[src/rtl/sdram_cmd_arbiter_pkg.sv]
`default_nettype none
// ============================================================================
//  Module      : sdram_cmd_arbiter_pkg
//  Description : Shared types and SDRAM command encodings for the
//                command/address/DQ pin arbiter.
//  Revision    : 1.0  initial release
// ============================================================================
package sdram_cmd_arbiter_pkg;

   // Arbiter states; the pins belong to exactly one owner per state
   typedef enum logic [2:0] {
      ST_INIT  = 3'd0,
      ST_ARB   = 3'd1,
      ST_AREF  = 3'd2,
      ST_WRITE = 3'd3,
      ST_READ  = 3'd4
   } state_t;

   // {CSn,RASn,CASn,WEn}
   localparam logic [3:0] CMD_NOP  = 4'b0111;
   localparam logic [3:0] CMD_ACT  = 4'b0011;
   localparam logic [3:0] CMD_RD   = 4'b0101;
   localparam logic [3:0] CMD_WR   = 4'b0100;
   localparam logic [3:0] CMD_PRE  = 4'b0010;
   localparam logic [3:0] CMD_AREF = 4'b0001;
   localparam logic [3:0] CMD_MRS  = 4'b0000;

   // One-hot grant produced by the picker
   typedef struct packed {
      logic aref;
      logic wr;
      logic rd;
   } grant_t;

endpackage
`default_nettype wire

[src/rtl/sdram_cmd_arbiter_pick.sv]
`default_nettype none
// ============================================================================
//  Module      : sdram_arb_pick
//  Description : Combinational request picker. Refresh always wins; when
//                write and read collide, last_wr selects read (so a constant
//                0 gives fixed write priority).
//  Revision    : 1.0  initial release
// ============================================================================
module sdram_arb_pick
   import sdram_cmd_arbiter_pkg::*;
(
   input  logic   aref_req,
   input  logic   wr_req,
   input  logic   rd_req,
   input  logic   last_wr,
   output grant_t grant
);

   // Priority pick producing at most one grant bit
   always_comb begin
      grant = '0;
      if (aref_req) begin
         grant.aref = 1'b1;
      end else if (wr_req && rd_req) begin
         if (last_wr) grant.rd = 1'b1;
         else         grant.wr = 1'b1;
      end else if (wr_req) begin
         grant.wr = 1'b1;
      end else if (rd_req) begin
         grant.rd = 1'b1;
      end
   end

endmodule
`default_nettype wire

[src/rtl/sdram_cmd_arbiter.sv]
`default_nettype none
// ============================================================================
//  Module      : sdram_cmd_arbiter
//  Description : Shares SDRAM command/bank/address/DQ pins between the init,
//                auto-refresh, write and read engines. All pin outputs are
//                registered. Build option ROUND_ROBIN_EN alternates write and
//                read on contention; otherwise write beats read.
//  Revision    : 1.0  initial release
// ============================================================================
module sdram_cmd_arbiter
   import sdram_cmd_arbiter_pkg::*;
#(
   parameter int ADDR_W = 13,
   parameter int BA_W   = 2,
   parameter int DQ_W   = 16
) (
   input  logic              clk,
   input  logic              rst,
   input  logic              init_done,
   input  logic [3:0]        init_cmd,
   input  logic [BA_W-1:0]   init_ba,
   input  logic [ADDR_W-1:0] init_addr,
   input  logic              aref_req,
   output logic              aref_en,
   input  logic              aref_end,
   input  logic [3:0]        aref_cmd,
   input  logic [BA_W-1:0]   aref_ba,
   input  logic [ADDR_W-1:0] aref_addr,
   input  logic              wr_req,
   output logic              wr_en,
   input  logic              wr_end,
   input  logic [3:0]        wr_cmd,
   input  logic [BA_W-1:0]   wr_ba,
   input  logic [ADDR_W-1:0] wr_addr,
   input  logic [DQ_W-1:0]   wr_dq,
   input  logic              wr_dq_oe,
   input  logic              rd_req,
   output logic              rd_en,
   input  logic              rd_end,
   input  logic [3:0]        rd_cmd,
   input  logic [BA_W-1:0]   rd_ba,
   input  logic [ADDR_W-1:0] rd_addr,
   output logic              aref_pend,
   output logic [3:0]        sdram_cmd,
   output logic [BA_W-1:0]   sdram_ba,
   output logic [ADDR_W-1:0] sdram_addr,
   output logic [DQ_W-1:0]   sdram_dq,
   output logic              sdram_oe
);

   state_t              state_q, state_d;
   logic [3:0]          cmd_q, cmd_d;
   logic [BA_W-1:0]     ba_q, ba_d;
   logic [ADDR_W-1:0]   addr_q, addr_d;
   logic [DQ_W-1:0]     dq_q, dq_d;
   logic                oe_q, oe_d;
   logic                aref_pend_q, aref_pend_d;
   logic                last_wr_sel;
   grant_t              grant;

`ifdef ROUND_ROBIN_EN
   logic                last_wr_q, last_wr_d;
   assign last_wr_sel = last_wr_q;
`else
   // Without round-robin the picker always sees "read served last"
   assign last_wr_sel = 1'b0;
`endif

   sdram_arb_pick u_pick (
      .aref_req (aref_req),
      .wr_req   (wr_req),
      .rd_req   (rd_req),
      .last_wr  (last_wr_sel),
      .grant    (grant)
   );

   // Next state and next pin values; pins reflect the current owner's inputs
   always_comb begin
      state_d     = state_q;
      cmd_d       = CMD_NOP;
      ba_d        = '0;
      addr_d      = '0;
      dq_d        = '0;
      oe_d        = 1'b0;
      aref_pend_d = 1'b0;
`ifdef ROUND_ROBIN_EN
      last_wr_d   = last_wr_q;
`endif
      case (state_q)
         ST_INIT: begin
            cmd_d  = init_cmd;
            ba_d   = init_ba;
            addr_d = init_addr;
            if (init_done) state_d = ST_ARB;
         end
         ST_ARB: begin
            if (grant.aref) begin
               state_d = ST_AREF;
            end else if (grant.wr) begin
               state_d = ST_WRITE;
`ifdef ROUND_ROBIN_EN
               last_wr_d = 1'b1;
`endif
            end else if (grant.rd) begin
               state_d = ST_READ;
`ifdef ROUND_ROBIN_EN
               last_wr_d = 1'b0;
`endif
            end
         end
         ST_AREF: begin
            cmd_d  = aref_cmd;
            ba_d   = aref_ba;
            addr_d = aref_addr;
            if (aref_end) state_d = ST_ARB;
         end
         ST_WRITE: begin
            cmd_d  = wr_cmd;
            ba_d   = wr_ba;
            addr_d = wr_addr;
            dq_d   = wr_dq;
            oe_d   = wr_dq_oe;
            if (wr_end) state_d = ST_ARB;
            else        aref_pend_d = aref_pend_q | aref_req;
         end
         ST_READ: begin
            cmd_d  = rd_cmd;
            ba_d   = rd_ba;
            addr_d = rd_addr;
            if (rd_end) state_d = ST_ARB;
            else        aref_pend_d = aref_pend_q | aref_req;
         end
         default: state_d = ST_INIT;
      endcase
   end

   // State and output registers with synchronous reset
   always_ff @(posedge clk) begin
      if (rst) begin
         state_q     <= ST_INIT;
         cmd_q       <= CMD_NOP;
         ba_q        <= '0;
         addr_q      <= '0;
         dq_q        <= '0;
         oe_q        <= 1'b0;
         aref_pend_q <= 1'b0;
`ifdef ROUND_ROBIN_EN
         last_wr_q   <= 1'b0;
`endif
      end else begin
         state_q     <= state_d;
         cmd_q       <= cmd_d;
         ba_q        <= ba_d;
         addr_q      <= addr_d;
         dq_q        <= dq_d;
         oe_q        <= oe_d;
         aref_pend_q <= aref_pend_d;
`ifdef ROUND_ROBIN_EN
         last_wr_q   <= last_wr_d;
`endif
      end
   end

   // Grants decode straight from the state register, so they are one-hot
   assign aref_en    = (state_q == ST_AREF);
   assign wr_en      = (state_q == ST_WRITE);
   assign rd_en      = (state_q == ST_READ);
   assign aref_pend  = aref_pend_q;
   assign sdram_cmd  = cmd_q;
   assign sdram_ba   = ba_q;
   assign sdram_addr = addr_q;
   assign sdram_dq   = dq_q;
   assign sdram_oe   = oe_q;

endmodule
`default_nettype wire
[config.mk]
export PLATFORM = sky130hd
export DESIGN_NAME = sdram_cmd_arbiter
export DESIGN_NICKNAME = d
export VERILOG_FILES = /design/src/rtl/sdram_cmd_arbiter_pkg.sv /design/src/rtl/sdram_cmd_arbiter_pick.sv /design/src/rtl/sdram_cmd_arbiter.sv
export SDC_FILE = /design/constraint.sdc
export NUM_CORES = 1
export LEC_CHECK = 0
export BUFFER_PORTS_ARGS = -buffer_cell sky130_fd_sc_hd__buf_2
export CELL_PAD_IN_SITES_DETAIL_PLACEMENT = 0
export CELL_PAD_IN_SITES_GLOBAL_PLACEMENT = 1
export CORE_ASPECT_RATIO = 1.5
export CORE_MARGIN = 2
export CORE_UTILIZATION = 26
export DETAILED_ROUTE_END_ITERATION = 6
export PLACE_DENSITY = 0.82
export SLEW_MARGIN = 20
export SYNTH_ARGS = -nofsm -noshare
export SYNTH_HDL_FRONTEND = slang
export SYNTH_SLANG_ARGS = --single-unit
[constraint.sdc]
create_clock -name clk -period 1.8 [get_ports clk]
set_clock_uncertainty 0.15 [all_clocks]
set_input_delay 0.18 -clock clk [delete_from_list [all_inputs] [get_ports clk]]
set_output_delay 0.18 -clock clk [all_outputs]
set_load 0.005 [all_outputs]
# After elaboration in Yosys (flattened, before gate mapping)
# Index checks and enable logic that the tools add are counted.
[classes]
add_sub_neg = 0
n_mul = 0
div_mod_pow = 0
n_lt_le_gt_ge = 0
eq_ne = 9
shift = 0
muxes = 20
bitwise = 2
reduce_logical = 4
[op_table]
columns = ["op", "count"]
rows = [
  ["13-bit one-hot mux with 4 select lines", 1],
  ["3-bit two-way mux", 7],
  ["4-bit one-hot mux with 4 select lines", 1],
  ["3-bit one-hot mux with 5 select lines", 1],
  ["2-bit one-hot mux with 4 select lines", 1],
  ["3-bit by 2-bit == test with 1-bit output (second input constant)", 2],
  ["1-bit two-way mux", 6],
  ["2-bit by 1-bit inequality test with 1-bit output (second input constant)", 3],
  ["5-bit AND reduction", 1],
  ["2-bit two-way mux", 2],
  ["4-bit inequality test (second input constant)", 1],
  ["3-bit by 1-bit == test with 1-bit output (second input constant)", 1],
  ["3-bit == test (second input constant)", 1],
  ["3-bit zero test", 1],
  ["2-bit inequality test (second input constant)", 1],
  ["1-bit one-hot mux with 2 select lines", 1],
  ["2-bit OR reduction", 1],
  ["1-bit logical AND", 1],
  ["1-bit NOT", 1],
  ["1-bit bitwise OR", 1],
]
[word_totals]
reg_bits = 40
latch_bits = 0
mem_bits_rw = 0
romBits = 0
out_inout_bits = 40
elab_cells = 42
memories = 0

# Logic depth before layout (Yosys ltp)
[depth]
depth_word = 8
depth_mapped = 6

# Hierarchy
# Synthesis repeated with hierarchy kept, for this count alone.
[hier_totals]
hier_cells = 182
area_unflattened_um2 = 1826.8
[modules_own_cells]
columns = ["module", "n_inst", "cells_each", "area_per_inst_um2", "seq_area_each_um2"]
rows = [
  ["sdram_cmd_arbiter", 1, 177, 1789.2, 800.8],
  ["sdram_arb_pick", 1, 5, 37.5, 0.0],
]

# Worst setup path before layout
# Ideal clock, no wire load.
[synth_path]
path_type = "register to register"
startpoint = "register state_q[1]"
endpoint = "register state_q[1]"
setup_time_ns = 0.117
arrival_time_ns = 1.303
path_slack_ns = 0.230
stages_incl_launch_ff = 6
path_buffers = 2
synth_period_minus_slack_ns = 1.570
path_cell_list = "dfxtp_1 -> buf_6 -> and3b_1 -> buf_6 -> a221o_1 -> a32o_1"
[synth_via]
elab_chain_cells = 3
[synth_rtl]
columns = ["element", "line", "source"]
rows = [
  ["start, declared", "sdram_cmd_arbiter.sv:51", "state_t state_q, state_d;"],
  ["start signal, assigned", "sdram_cmd_arbiter.sv:151", "state_q <= state_d;"],
  ["3-bit by 1-bit == test with 1-bit output, or another cell as far along", "sdram_cmd_arbiter.sv:89", "case (state_q)"],
  ["4-bit inequality test (no source line), or another cell as far along", "n/a", ""],
  ["5-bit AND reduction (no source line)", "n/a", ""],
]
# Parallel ways exist; a longest one is shown, timed or not.
# A chain may end at the register's enable or synchronous reset.

# Worst setup path after layout
[layout_path]
startpoint = "register state_q[1]"
endpoint = "output wr_en"
[layout_via]
elab_chain_cells = 1
[layout_rtl]
columns = ["element", "line", "source"]
rows = [
  ["3-bit by 2-bit == test with 1-bit output", "sdram_cmd_arbiter.sv:166", "assign wr_en = (state_q == ST_WRITE);"],
  ["end, declared", "sdram_cmd_arbiter.sv:30", "output logic wr_en,"],
]
# Every way passes these cells.

==> results.md <==
- Status: completed
- First-pass GRT wire length: 9160 microns
- Fmax: 607 MHz
- Initial Utilization: 0.267
- Leakage power: 1.51 nW
- Layout Nets: 456
- Fill cells: 643
- CP Max Fanout: 27
- Clk pwr share: 0.325
- Total power: 2.23 mW
- Wirelength per Cell: 13.6 microns
- Die Wd: 70.6 microns
- H-tree depth: 2
- Post-synth EDFFs: 0
- Switching power total: 0.568 mW
- Count of pins over their slew limit: 0
- Layout cell share with drive strength beyond 1: 0.507
- Slew HR: 0.677
- ANT nets after route: 0
- Arrival time worst endpoint: 1.32 ns
- DIE AREA: 7340 sq um
- Crit. End Element: output port
- Placer Congestion: 0.740
- Finished Cell Area: 2960 sq um
- Setup TNS: 0 ns
- Area of the multi-input gates: 828 sq um
- GR Overflow Total: 0
- FFs w/ async S/R, synth: 0
- Area growth, synth to finish: 70.8%
- Clk_lat worst skew: 0.29 ns
- Share of total power in combinational logic: 0.242
- Reg area: 802 sq um
- CTS Buf Count: 5
- Worst Hold Class: input port to flip-flop
- Ys flop type: dfxtp_1
- I/O Pins: 142
- Syn_area_per_cell: 9.62 sq um
- # Post-CTS Setup Buffers: 0
- Final WL: 5870 microns
- CP Launch Type: flip-flop
- Minimum clock period after layout: 1.65 ns
- CP required: 1.47 ns
- Clock root cell: clkbuf_8
- Synthesized area: 1730 sq um
- Vias/cell: 4.75
- DRC Markers: 0
- Number of DRC markers in iteration 0: 44
- Most frequent cells in the layout: buf_2, dfxtp_1, dlygate4sd3_1, a21oi_1
- Placed Area: 2530 sq um
- Vias in the first global route: 2028
- Cell count after synthesis: 180
- VDD IR max: 0.000323 V
- Crit Path Class: flip-flop to output port
- Rows: 36
- Post-Route Utilization: 0.456
- Synth warn: 0
- Max Cap Violations: 0
- Clk sinks: 40
- DRT Pass-1 Iters: 6
- Diodes inserted: 0
- # setup viols final: 0
- Worst-Margin Slew: 0.478 ns
- Vias: 2046
- Cell Pwr Density: 753 nW/um^2
- Total GRT Usage: 0.155
- Initial antenna violation count: 0
- Netlist cell types: 32
- WHS: 0.0120 ns
- Syn nets: 282
- Seq/Total Area, Yosys: 0.462
- Pin count of the biggest net entering global routing: 28
- Final worst-path cycle share: 0.915
- Net Sw Frac: 0.255
- Port bufs: 141
- P_int: 1.66 mW
- Detail Placement HPWL: 4360 microns
- Clock transition at path regs: 0.08 ns
- Total core area: 6490 sq um
- Height of the die: 104 microns
- Commonest non-fill, non-tap cell in the layout: buf_2
- Clock buffer depth: 2
- RSZ-0062 raised after global routing: no
- Flop pwr share: 0.432
- Yosys reg bits: 40
- CTS tree: built
- Final Hold Violating Endpoints: 0
[cell families after synthesis]
group	Yosys count	share of synthesized area
AO/OA/AOI/OAI	46	0.181
AND/OR/NAND/NOR	53	0.170
flip-flops	40	0.462
buffers and inverters	21	0.0592
multiplexers	20	0.127
[area by class of cell]
cell class	count	share of cell area
repair buffers	184	0.375
clock buffers	6	0.0245
clock inverters	2	0.0118
well taps	76	0.0321
flip-flops and latches	40	0.271
multi-input cells	119	0.280
inverters	4	0.00508
[power by group through the flow]
stage               Combinational [mW]  Clock [mW]  Sequential, mW
finish                           0.539       0.724           0.963
global route                     0.596       0.786           0.970
CTS                              0.545       0.761           0.964
floorplan                        0.250           0           0.990
detailed placement               0.491           0           0.984
global placement                 0.485           0           0.983
[stage by stage]
step | setup WS, ns | cells
floorplan | 0.230 | 180
global placement | 0.260 | 392
detailed placement | 0.233 | 392
CTS | 0.0822 | 431
global route | 0.0501 | 431
finish | 0.154 | 431
[what timing repair did]
item / in CTS / in global routing
gates resized for setup: 1 / 1
hold buffers: 31 / 0
setup endpoints to repair: 1 / 1
endpoints found under the hold margin: 30 / 0
[state kept, by name, summed over array words and instances, names as in the netlist]
signal,count
sdram_addr,13
sdram_ba,2
sdram_oe,1
sdram_cmd,4
aref_pend,1
sdram_dq,16
state_q,3
[cell usage after synthesis, drive strengths merged (2+ instances only)]
| cell | count | area [sq um] |
|---|---|---|
| o21ba | 2 | 20.0 |
| nor3 | 4 | 20.0 |
| mux2 | 16 | 180 |
| buf | 9 | 57.6 |
| and3 | 17 | 106 |
| clkbuf | 8 | 30.0 |
| nor2 | 7 | 28.8 |
| a21oi | 18 | 90.1 |
| inv | 3 | 11.3 |
| mux2i | 4 | 40.0 |
| nor2b | 2 | 12.5 |
| a22oi | 16 | 120 |
| nand2b | 2 | 12.5 |
| nand3 | 17 | 85.1 |
| dfxtp | 40 | 801 |
[critical path, cell delays in order, from the launching register on]
cell and delay (ns):
dfxtp_2 0.41, and3b_1 0.24, buf_6 0.22, buf_2 0.15
[worst paths after layout]
path | startpoint | end | slack [ns] | cells after the start
worst max-delay path | state_q[1] | wr_en | 0.15 | 3
worst min-delay path | rd_addr[8] | sdram_addr[8] | 0.01 | 3
worst max register to register | state_q[2] | state_q[1] | 0.28 | 3
worst min register to register | aref_pend | aref_pend | 0.34 | 2
[routing by layer]
metal / GRT usage / part of all wire / wire length [microns]
met4: 0.0418 / 0.012 / 72
met1: 0.160 / 0.37 / 2190
met3: 0.0349 / 0.066 / 385
met5: 0 / 0 / 0
met2: 0.305 / 0.55 / 3220
No activity file was read; power rests on OpenSTA's default activity.
